`config.mk`:
```
export PLATFORM = sky130hd
export DESIGN_NAME = pipeline_run_monitor
export DESIGN_NICKNAME = d
export VERILOG_FILES = /design/src/rtl/pipeline_run_monitor.sv
export SDC_FILE = /design/constraint.sdc
export NUM_CORES = 1
export LEC_CHECK = 0
export CAP_MARGIN = 20
export CELL_PAD_IN_SITES_DETAIL_PLACEMENT = 0
export CELL_PAD_IN_SITES_GLOBAL_PLACEMENT = 1
export CORE_ASPECT_RATIO = 1.75
export CORE_MARGIN = 2
export CORE_UTILIZATION = 30
export DETAILED_ROUTE_END_ITERATION = 12
export PLACE_DENSITY_LB_ADDON = 0.1
export SLEW_MARGIN = 20
export SYNTH_ARGS = -nofsm -noshare
export SYNTH_HDL_FRONTEND = slang
export SYNTH_SLANG_ARGS = --single-unit
```
`constraint.sdc`:
```
create_clock -name CLK -period 4.5 [get_ports CLK]
set_input_delay 0.9 -clock CLK [delete_from_list [all_inputs] [get_ports CLK]]
set_output_delay 0.9 -clock CLK [all_outputs]
set_load 0.01 [all_outputs]
```
`src/rtl/pipeline_run_monitor.sv`:
```
// -----------------------------------------------------------------------------
// pipeline_run_monitor
//
// Run controller that sits between the bench and a pipelined core. It holds
// the core in reset for RST_HOLD cycles after RESET drops, then lets it run.
// While running it counts cycles and retired instructions and watches for the
// end of the program:
//   - a store to END_ADDR (data PASS_CODE = pass, any other data = fail),
//   - the PC stuck for HANG_CYCLES retiring cycles (a "j ." halt loop),
//   - a watchdog after TIMEOUT_CYC cycles.
// Once the run has ended, DONE/STATUS hold until RESET, the counters freeze,
// and the core stays out of reset so its state can be inspected.
//
// Ports
//   CLK          in   1       clock, rising edge
//   RESET        in   1       asynchronous active-high reset
//   PC           in   ADDR_W  core fetch PC
//   RETIRE       in   1       one instruction retired this cycle
//   MEM_WE       in   1       data-memory write enable
//   MEM_ADDR     in   ADDR_W  data-memory address
//   MEM_WDATA    in   DATA_W  data-memory write data
//   CORE_RESET_N out  1       registered active-low reset to the core
//   RUNNING      out  1       core is in the RUN phase
//   DONE         out  1       sticky, run finished for any reason
//   STATUS       out  2       0 none, 1 pass, 2 fail, 3 timeout/hang
//   CYCLES       out  CNT_W   saturating count of cycles spent in RUN
//   RETIRED      out  CNT_W   saturating count of RETIRE pulses in RUN
//   END_DATA     out  DATA_W  data of the store that ended the run
// -----------------------------------------------------------------------------
module pipeline_run_monitor #(
  parameter int unsigned        ADDR_W      = 32,
  parameter int unsigned        DATA_W      = 32,
  parameter int unsigned        CNT_W       = 32,
  parameter int unsigned        RST_HOLD    = 4,
  parameter logic [ADDR_W-1:0]  END_ADDR    = ADDR_W'(32'h0000_0FFC),
  parameter logic [DATA_W-1:0]  PASS_CODE   = DATA_W'(1),
  parameter int unsigned        HANG_CYCLES = 16,
  parameter int unsigned        TIMEOUT_CYC = 2500
) (
  input  logic              CLK,
  input  logic              RESET,
  input  logic [ADDR_W-1:0] PC,
  input  logic              RETIRE,
  input  logic              MEM_WE,
  input  logic [ADDR_W-1:0] MEM_ADDR,
  input  logic [DATA_W-1:0] MEM_WDATA,
  output logic              CORE_RESET_N,
  output logic              RUNNING,
  output logic              DONE,
  output logic [1:0]        STATUS,
  output logic [CNT_W-1:0]  CYCLES,
  output logic [CNT_W-1:0]  RETIRED,
  output logic [DATA_W-1:0] END_DATA
);

  localparam int unsigned HOLD_W = $clog2(RST_HOLD + 1);
  localparam int unsigned HANG_W = $clog2(HANG_CYCLES + 1);
  // Watchdog compare is done in a wider domain so a TIMEOUT_CYC that does not
  // fit in CNT_W bits simply never fires instead of aliasing to a small value.
  localparam int unsigned WIDE_W = CNT_W + 32;

  typedef enum logic [2:0] {
    S_HOLD,
    S_RUN,
    S_PASS,
    S_FAIL,
    S_TIMEOUT
  } state_e;

  typedef enum logic [1:0] {
    ST_NONE    = 2'd0,
    ST_PASS    = 2'd1,
    ST_FAIL    = 2'd2,
    ST_TIMEOUT = 2'd3
  } status_e;

  state_e              state_q,        state_d;
  logic [HOLD_W-1:0]   hold_cnt_q,     hold_cnt_d;
  logic                core_reset_n_q, core_reset_n_d;
  logic                done_q,         done_d;
  status_e             status_q,       status_d;
  logic [CNT_W-1:0]    cycles_q,       cycles_d;
  logic [CNT_W-1:0]    retired_q,      retired_d;
  logic [DATA_W-1:0]   end_data_q,     end_data_d;
  logic [HANG_W-1:0]   hang_cnt_q,     hang_cnt_d;
  logic [ADDR_W-1:0]   last_pc_q,      last_pc_d;

  logic [CNT_W-1:0]    cycles_inc;
  logic [CNT_W-1:0]    retired_inc;
  logic [WIDE_W-1:0]   cycles_wide;
  logic                end_store;
  logic                pc_same;
  logic                hang_hit;
  logic                watchdog_hit;

  // Saturating increments: hold at all-ones rather than wrap.
  assign cycles_inc   = (&cycles_q)  ? cycles_q  : cycles_q  + CNT_W'(1);
  assign retired_inc  = (&retired_q) ? retired_q : retired_q + CNT_W'(1);
  assign cycles_wide  = WIDE_W'(cycles_inc);

  assign end_store    = MEM_WE && (MEM_ADDR == END_ADDR);
  assign pc_same      = (PC == last_pc_q);
  // The counter is about to reach HANG_CYCLES on this edge.
  assign hang_hit     = pc_same && RETIRE && (hang_cnt_q == HANG_W'(HANG_CYCLES - 1));
  // The cycle being counted now is the TIMEOUT_CYC-th one in RUN.
  assign watchdog_hit = (cycles_wide >= WIDE_W'(TIMEOUT_CYC));

  always_comb begin
    // NOTE: every signal assigned here gets its hold value first, so no path
    // through the case statement can leave one unassigned and infer a latch.
    state_d        = state_q;
    hold_cnt_d     = hold_cnt_q;
    core_reset_n_d = core_reset_n_q;
    done_d         = done_q;
    status_d       = status_q;
    cycles_d       = cycles_q;
    retired_d      = retired_q;
    end_data_d     = end_data_q;
    hang_cnt_d     = hang_cnt_q;
    last_pc_d      = last_pc_q;

    unique case (state_q)
      S_HOLD: begin
        if (hold_cnt_q == HOLD_W'(RST_HOLD - 1)) begin
          state_d        = S_RUN;
          core_reset_n_d = 1'b1;
        end else begin
          hold_cnt_d = hold_cnt_q + HOLD_W'(1);
        end
      end

      S_RUN: begin
        // The cycle on which the run ends is still counted.
        cycles_d  = cycles_inc;
        retired_d = RETIRE ? retired_inc : retired_q;
        last_pc_d = PC;

        if (!pc_same) begin
          hang_cnt_d = '0;
        end else if (RETIRE) begin
          hang_cnt_d = hang_cnt_q + HANG_W'(1);
        end

        // Priority: end store, then hang, then watchdog.
        if (end_store) begin
          end_data_d = MEM_WDATA;
          done_d     = 1'b1;
          if (MEM_WDATA == PASS_CODE) begin
            state_d  = S_PASS;
            status_d = ST_PASS;
          end else begin
            state_d  = S_FAIL;
            status_d = ST_FAIL;
          end
        end else if (hang_hit || watchdog_hit) begin
          state_d  = S_TIMEOUT;
          status_d = ST_TIMEOUT;
          done_d   = 1'b1;
        end
      end

      // End states are terminal: everything holds until RESET.
      default: ;
    endcase
  end

  always_ff @(posedge CLK or posedge RESET) begin
    if (RESET) begin
      state_q        <= S_HOLD;
      hold_cnt_q     <= '0;
      core_reset_n_q <= 1'b0;
      done_q         <= 1'b0;
      status_q       <= ST_NONE;
      cycles_q       <= '0;
      retired_q      <= '0;
      end_data_q     <= '0;
      hang_cnt_q     <= '0;
      last_pc_q      <= '0;
    end else begin
      // NOTE: non-blocking assignments so every flop samples the values from
      // before this edge, independent of statement order.
      state_q        <= state_d;
      hold_cnt_q     <= hold_cnt_d;
      core_reset_n_q <= core_reset_n_d;
      done_q         <= done_d;
      status_q       <= status_d;
      cycles_q       <= cycles_d;
      retired_q      <= retired_d;
      end_data_q     <= end_data_d;
      hang_cnt_q     <= hang_cnt_d;
      last_pc_q      <= last_pc_d;
    end
  end

  assign CORE_RESET_N = core_reset_n_q;
  assign RUNNING      = (state_q == S_RUN);
  assign DONE         = done_q;
  assign STATUS       = status_q;
  assign CYCLES       = cycles_q;
  assign RETIRED      = retired_q;
  assign END_DATA     = end_data_q;

endmodule

```
==> Implementation_results.wiki, run 1 <==
{| class="wikitable"
! Metric !! Value
|-
| Leading cell type in the layout, fill and taps excluded || sky130_fd_sc_hd__clkdlybuf4s50_1
|-
| Yosys synthesis warning count || 0
|-
| Top area cells in the synthesized netlist || sky130_fd_sc_hd__dfrtp_1 49%, sky130_fd_sc_hd__xnor2_1 9.7%, sky130_fd_sc_hd__nand2_1 7.4%
|-
| Post-CTS setup buffers || 0
|-
| Endpoint required time on the critical path || 4.82 ns
|-
| Final setup TNS || 0 ns
|-
| Placed wire-length estimate || 16.0 mm
|-
| Compound-Gate Fraction of Synth Area || 0.0506
|-
| Signal arrival time at the worst endpoint || 4.06 ns
|-
| Post-layout min period || 3.75 ns
|-
| Fraction of layout cells with a size suffix above 1 || 0.0966
|-
| Hold violation total from the final report || 0
|-
| Flip-flop and latch count after synthesis || 143
|-
| Via count of the first global-routing pass || 6255
|-
| Vias after detailed routing || between 6000 and 7000
|-
| Area of the core || 23900 µm²
|-
| Commonest non-fill, non-tap cells in the layout || 200 x sky130_fd_sc_hd__clkdlybuf4s50_1, 143 x sky130_fd_sc_hd__dfrtp_1, 143 x sky130_fd_sc_hd__nand2_1, 81 x sky130_fd_sc_hd__xnor2_1, 37 x sky130_fd_sc_hd__nand3_1
|-
| Mapped Nets || 821
|-
| Main combinational cell family by area after synthesis || simple AND/OR/NAND/NOR gates
|-
| GPL Wtd Cong || around 0.84
|-
| Number of buffers added by the clock tree synthesis step || 17
|-
| Top cell type by total area after synthesis || sky130_fd_sc_hd__dfrtp_1
|-
| Total global routing overflow || 0
|-
| Total of cells resized after clock tree synthesis || 0
|-
| CTS clock-pin slew for the worst setup and hold paths || 0.06 ns
|-
| Kind of start point of the critical path || flip-flop
|-
| Antenna-violating nets left || 0
|-
| Maximum number of pins on one net before global-route repair || 78
|-
| Maximum vdd ir drop || 0.000195 V
|-
| Syn-to-layout area delta || 39.4%
|-
| Crit-path max FO || 14
|-
| Number of endpoints failing setup at the final stage || 0
|-
| X dimension of the die || 122 µm
|-
| Area share of the leading cell type in the synthesized netlist || 0.491
|-
| Met2 usage || 0.325
|-
| Final hold slack || around 0.48 ns
|-
| Placement row count || 75
|-
| Adder-cell share of the synthesized area || 0.0103
|-
| Per-cell via count in the routed design || between 4 and 5
|-
| Number of DRC markers in iteration 0 || 189
|-
| Area of the multi-input gates || about 3500 µm²
|-
| Number of ports placed on the die boundary || 201
|-
| Number of nets in the layout || 1017
|-
| Worst slew pin tran || 0.757 ns
|-
| Y dimension of the die || 210 µm
|-
| Synth Area in Simple Gates || 0.229
|-
| Global-route usage over all layers || 0.170
|-
| Clock root cell || sky130_fd_sc_hd__clkbuf_16
|-
| Number of violations of the max-capacitance limit || 0
|-
| Number of antenna diodes || 0
|-
| CTS tree || done
|-
| Final core occ || 0.425
|-
| Fraction of met3 tracks used by global routing || 0.0371
|-
| Synth Flop Type || sky130_fd_sc_hd__dfrtp_1
|-
| RSZ-0062 raised after global routing || false
|-
| Run status || completed
|-
| Share of synthesized area occupied by flip-flops and latches || 0.491
|-
| Final routed wire length divided by cell count || 17.2 µm
|-
| Highest achievable clock rate || 267 MHz
|-
| Drt first pass iters || 5
|-
| Cts hold-fix bufs || 0
|-
| Post-route total power || approximately 0.0029 W
|-
| Global-route wire length before repair || 33.7 mm
|-
| Number of distinct library cells after synthesis || 64
|-
| Clock Sink Count || 143
|-
| Final worst clock skew || 0.00767 ns
|-
| Setup slack, reg-to-reg || approximately 0.75 ns
|-
| Multiplexer area fraction after synthesis || 0.0595
|-
| Slew margin rel. || 0.494
|-
| Storage cell area || 3580 µm²
|-
| FFs w/ async S/R, synth || 1.00
|-
| Initial antenna violation count || 0
|-
| Synthesized instance count || 715
|-
| Area enclosed by the die boundary || 25600 µm²
|-
| Syn Std Cell Area || 7290 µm²
|-
| Total power per unit cell area || around 280 nW/µm²
|-
| Clock buffer depth || 2
|-
| Number of remaining DRC errors || 0
|-
| Xor/xnor share of the synthesized area || 0.128
|-
| Leak Pwr || 4.32 nW
|-
| Clock insertion delay at the later pin of the skew report || approximately 0.43 ns
|-
| H-tree levels || 4
|-
| DRT Wirelength || around 21 mm
|-
| Filler cells || 2357
|-
| Number of enable-type register cells in the synthesized netlist || 0
|-
| Initial Util || 0.305
|-
| Start-to-end type of the worst setup path || flip-flop to flip-flop
|-
| Port buffer count || 200
|-
| Number of max-slew violations in the final report || 0
|-
| Category of the worst setup path capture point || flip-flop
|-
| Met1 track utilization from global routing || 0.176
|-
| Global routing's busiest layer || met2
|-
| Syn_area_per_cell || 10.2 µm²
|-
| HP Class || flip-flop to flip-flop
|-
| Fin crit share || 0.832
|}
==> where the power goes <==
part	total [W]	switching, W	internal, W
logic	0.000148	0.0000573	0.0000906
registers	0.00129	0.00000000000000540	0.00129
clock network	0.00146	0.000534	0.000928
total	0.00290	0.000591	0.00230
==> area by class of cell <==
class,count,area share
well taps,308,0.0379
repair buffers,207,0.203
flip-flops and latches,143,0.352
clock inverters,8,0.0138
multi-input cells,526,0.343
clock buffers,21,0.0443
inverters,16,0.00627
==> per-stage QoR <==
| stage | std cells | instance area (µm²) | setup WS, ns |
|---|---|---|---|
| 2_1_floorplan | 715 | 7300 | 1.22 |
| 3_3_place_gp | 1200 | 9580 | 0.870 |
| 3_5_place_dp | 1200 | 9580 | 0.751 |
| 4_1_cts | 1229 | 10200 | 0.761 |
| 5_1_grt | 1229 | 10200 | 0.498 |
| 6_report | 1229 | 10200 | 0.755 |
==> critical path, stage by stage (launching register included) <==
cell                        delay [ns]
sky130_fd_sc_hd__dfrtp_1          0.46
sky130_fd_sc_hd__ha_1             0.31
sky130_fd_sc_hd__nand3_4          0.16
sky130_fd_sc_hd__nor4_4           0.68
sky130_fd_sc_hd__o2111ai_1        0.26
sky130_fd_sc_hd__a221oi_2         0.28
sky130_fd_sc_hd__o2111ai_1        0.14
sky130_fd_sc_hd__or4b_1           0.59
sky130_fd_sc_hd__or4_4            0.56
sky130_fd_sc_hd__o21a_1           0.19
==> path summary, 6_finish.rpt <==
kind / start / endpoint / cells after the start
worst max-delay path: CYCLES[0] / STATUS[1] / 9
worst min-delay path: hold_cnt_q[0] / hold_cnt_q[0] / 1
worst max register to register: CYCLES[0] / STATUS[1] / 9
worst min register to register: hold_cnt_q[0] / hold_cnt_q[0] / 1
max in group asynchronous: RESET / last_pc_q[29] / 3
min in group asynchronous: RESET / END_DATA[1] / 2
==> logic make-up after synthesis <==
kind of cell / count (synthesis)
flops: 143
simple gates: 325
mux: 39
xor+xnor: 107
buf+inv: 46
compound gates: 49
fa+ha+maj: 6
==> sequential cells by signal, summed over array words and instances, names as in the netlist <==
signal and flops:
CORE_RESET_N 1, CYCLES 32, DONE 1, END_DATA 32, RETIRED 32, STATUS 2
hang_cnt_q 5, hold_cnt_q 3, last_pc_q 32, state_q 3
==> synthesized netlist by cell type, drive strengths merged, types with 3 or more instances <==
library cell,count
mux2,35
nand4,31
mux2i,4
nand2,143
inv,15
nor2,35
and2,7
nor4b,3
and3,7
a211oi,3
a41o,3
or3,3
xor2,26
nor4,23
o2111ai,3
a21oi,13
nand2b,3
xnor2,81
clkbuf,11
and4,7
buf,19
nor3,17
ha,6
o21ai,6
nand3,39
or4,3
dfrtp,143
==> metal layers <==
layer / up-vias / wire length, µm
met2: 133 / 12200
met3: 28 / 850
li1: 2867 / -
met4: 0 / 465
met1: 2979 / 7650
met5: - / 0
Power figures use the tool's default switching activity.
==> run 2, diff against run 1 <==
==> constraint.sdc (replaced) <==
create_clock -name CLK -period 3.5 [get_ports CLK]
set_input_delay 0.7 -clock CLK [delete_from_list [all_inputs] [get_ports CLK]]
set_output_delay 0.7 -clock CLK [all_outputs]
set_load 0.01 [all_outputs]
==> run 2 against run 1 <==
Against the previous run: clock skew down 0.0047 ns; sequential power increased by 28%; worst hold slack better by 0.013 ns; non-clock buffer count up 38; critical endpoint unchanged; highest routed layer unchanged.
==> Implementation_results.wiki, run 2 (same netlist as run 1, synthesis figures left out) <==
{| class="wikitable"
! Metric !! Value
|-
| Run status || completed
|-
| Total power per unit cell area || 342 nW/µm² (+20%)
|-
| Crit-path max FO || 7 (-7)
|-
| Number of buffers added by the clock tree synthesis step || 17 (unchanged)
|-
| HP Class || flip-flop to flip-flop
|-
| Final routed wire length divided by cell count || 17.5 µm (+1.8%)
|-
| Number of ports placed on the die boundary || 201 (unchanged)
|-
| Placed wire-length estimate || 16.9 mm (+5.9%)
|-
| Per-cell via count in the routed design || 4.87 (-0.36%)
|-
| Antenna-violating nets left || 0 (unchanged)
|-
| Post-layout min period || 3.34 ns (-0.407 ns)
|-
| Highest achievable clock rate || 300 MHz (+12%)
|-
| Count of non-filler cells in the finished layout || 1268 (+3.2%)
|-
| Endpoint required time on the critical path || 3.82 ns (-1.00 ns)
|-
| Y dimension of the die || 210 µm (unchanged)
|-
| RSZ-0062 raised after global routing || false
|-
| Leading cell type in the layout, fill and taps excluded || sky130_fd_sc_hd__clkdlybuf4s50_1
|-
| Leak Pwr || 4.50 nW (+4.3%)
|-
| Post-route total power || 0.00356 W (+23%)
|-
| Syn-to-layout area delta || 42.8%
|-
| Kind of start point of the critical path || flip-flop
|-
| Number of nets in the layout || 1055 (+3.7%)
|-
| Cell count after placement || 1238 (+3.2%)
|-
| Number of remaining DRC errors || 0 (unchanged)
|-
| Fin crit share || 0.954 (+0.121)
|-
| Capturing point of the worst reg2reg path || STATUS[1]
|-
| Drt first pass iters || 5 (unchanged)
|-
| Number of antenna diodes || 0 (unchanged)
|-
| Clock root cell || sky130_fd_sc_hd__clkbuf_16
|-
| Timing endpoint of the critical path || STATUS[1]
|-
| DRT Wirelength || 22.2 mm (+5.0%)
|-
| Hold violation total from the final report || 0 (unchanged)
|-
| Maximum vdd ir drop || 0.000300 V (+54%)
|-
| CTS clock-pin slew for the worst setup and hold paths || 0.06 ns (about the same)
|-
| Global-route wire length before repair || 35.3 mm (+4.9%)
|-
| Via count of the first global-routing pass || 6610 (+5.7%)
|-
| Vias after detailed routing || 6175 (+2.8%)
|-
| Port buffer count || 200 (unchanged)
|-
| X dimension of the die || 122 µm (unchanged)
|-
| Signal arrival time at the worst endpoint || 3.66 ns (-0.40 ns)
|-
| GPL Wtd Cong || 0.871 (+3.3%)
|-
| Worst r2r src || CYCLES[5]
|-
| Clock buffer depth || 2 (unchanged)
|-
| Number of DRC markers in iteration 0 || 281 (+49%)
|-
| Fraction of layout cells with a size suffix above 1 || 0.134 (+0.0377)
|-
| Number of violations of the max-capacitance limit || 0 (unchanged)
|-
| CTS tree || done
|-
| Worst slew pin tran || 0.910 ns (+0.153 ns)
|-
| Maximum number of pins on one net before global-route repair || 144 (+85%)
|-
| Clock Sink Count || 143 (unchanged)
|-
| Number of max-slew violations in the final report || 0 (unchanged)
|-
| Start-to-end type of the worst setup path || flip-flop to flip-flop
|-
| Final worst clock skew || 0.00301 ns (-0.00466 ns)
|-
| Source of the critical timing path || CYCLES[5]
|-
| Commonest non-fill, non-tap cells in the layout || 200 x sky130_fd_sc_hd__clkdlybuf4s50_1, 143 x sky130_fd_sc_hd__dfrtp_1, 143 x sky130_fd_sc_hd__nand2_1, 81 x sky130_fd_sc_hd__xnor2_1, 44 x sky130_fd_sc_hd__buf_4
|-
| Category of the worst setup path capture point || flip-flop
|-
| Clock insertion delay at the later pin of the skew report || 0.43 ns (about the same)
|-
| Total global routing overflow || 0 (unchanged)
|-
| Final hold slack || 0.493 ns (+0.0135 ns)
|-
| Setup slack, reg-to-reg || 0.16 ns (-0.59 ns)
|-
| Number of endpoints failing setup at the final stage || 0 (unchanged)
|-
| H-tree levels || 4 (unchanged)
|-
| Worst Reg2Reg Path Length in Cells || 8 (-1)
|-
| Area of the core || 23900 µm² (unchanged)
|-
| Global-route usage over all layers || 0.181 (+0.0104)
|-
| Area enclosed by the die boundary || 25600 µm² (unchanged)
|-
| Initial Util || 0.305 (unchanged)
|-
| Final setup TNS || 0 ns (unchanged)
|-
| Slew margin rel. || 0.394 (-0.101)
|-
| Placement row count || 75 (unchanged)
|-
| Initial antenna violation count || 0 (unchanged)
|}
## run 2: cell count changes in the layout (fill, tap and decap cells not counted), sizes merged
cell      delta
clkinv       +1
clkbuf       +2
clkinvlp     +1
bufinv       -3
buf         +38
## run 2: how the worst min path moves through the flow
stage                  start       endpoint  slack (ns)  depth (start not counted)
6_report                DONE           DONE        0.49                          1
5_1_grt        hold_cnt_q[0]  hold_cnt_q[0]        0.51                          1
2_1_floorplan  hold_cnt_q[0]  hold_cnt_q[0]        0.45                          1
4_1_cts        hold_cnt_q[0]  hold_cnt_q[0]        0.50                          1
3_3_place_gp   hold_cnt_q[0]  hold_cnt_q[0]        0.46                          1
3_5_place_dp    last_pc_q[6]   last_pc_q[6]        0.48                          2
## run 2: layout make-up
class                   instances  area (µm²)
clock inverters                 7        62.6
well taps                     308         385
multi-input cells             526        3500
fillers                      2366       13500
flip-flops and latches        143        3580
repair buffers                245        2350
inverters                      16        63.8
clock buffers                  23         478
## run 2: what timing repair did
action                                  in CTS  in global routing
hold buffers                                 0                  0
gates resized for setup                      0                  2
setup buffers                                0                  0
endpoints found under the setup margin       0                  2
## run 2: per-stage QoR
step	utilization	worst slack, ns	instance area [µm²]
2_1_floorplan	-	0.224	7300
3_3_place_gp	0.412	0.225	9860
3_5_place_dp	0.412	0.186	9860
4_1_cts	0.435	0.151	10400
5_1_grt	0.435	0.00382	10400
6_report	0.435	0.162	10400
## run 2: worst max-delay path, stage by stage (launching register included)
cell and delay, ns:
sky130_fd_sc_hd__dfrtp_1 0.46, sky130_fd_sc_hd__nand3_2 0.24, sky130_fd_sc_hd__or4_1 0.62, sky130_fd_sc_hd__buf_4 0.19, sky130_fd_sc_hd__a211oi_2 0.26, sky130_fd_sc_hd__a31oi_1 0.13
sky130_fd_sc_hd__or4b_1 0.59, sky130_fd_sc_hd__or4_4 0.56, sky130_fd_sc_hd__o21a_1 0.19
## run 2: per-layer routing
| metal | global-route usage | wire, µm | up-vias |
|---|---|---|---|
| li1 | - | - | 2945 |
| met4 | 0.0777 | 718 | 0 |
| met2 | 0.344 | 12700 | 173 |
| met5 | 0 | 0 | - |
| met3 | 0.0438 | 850 | 40 |
| met1 | 0.182 | 7980 | 3017 |
## run 2: where the power goes
group / total [W] / switching [W] / internal [W]
combinational: 0.000189 / 0.0000728 / 0.000116
sequential: 0.00165 / 0.00000000000000687 / 0.00165
clock: 0.00172 / 0.000699 / 0.00102
total: 0.00356 / 0.000771 / 0.00279
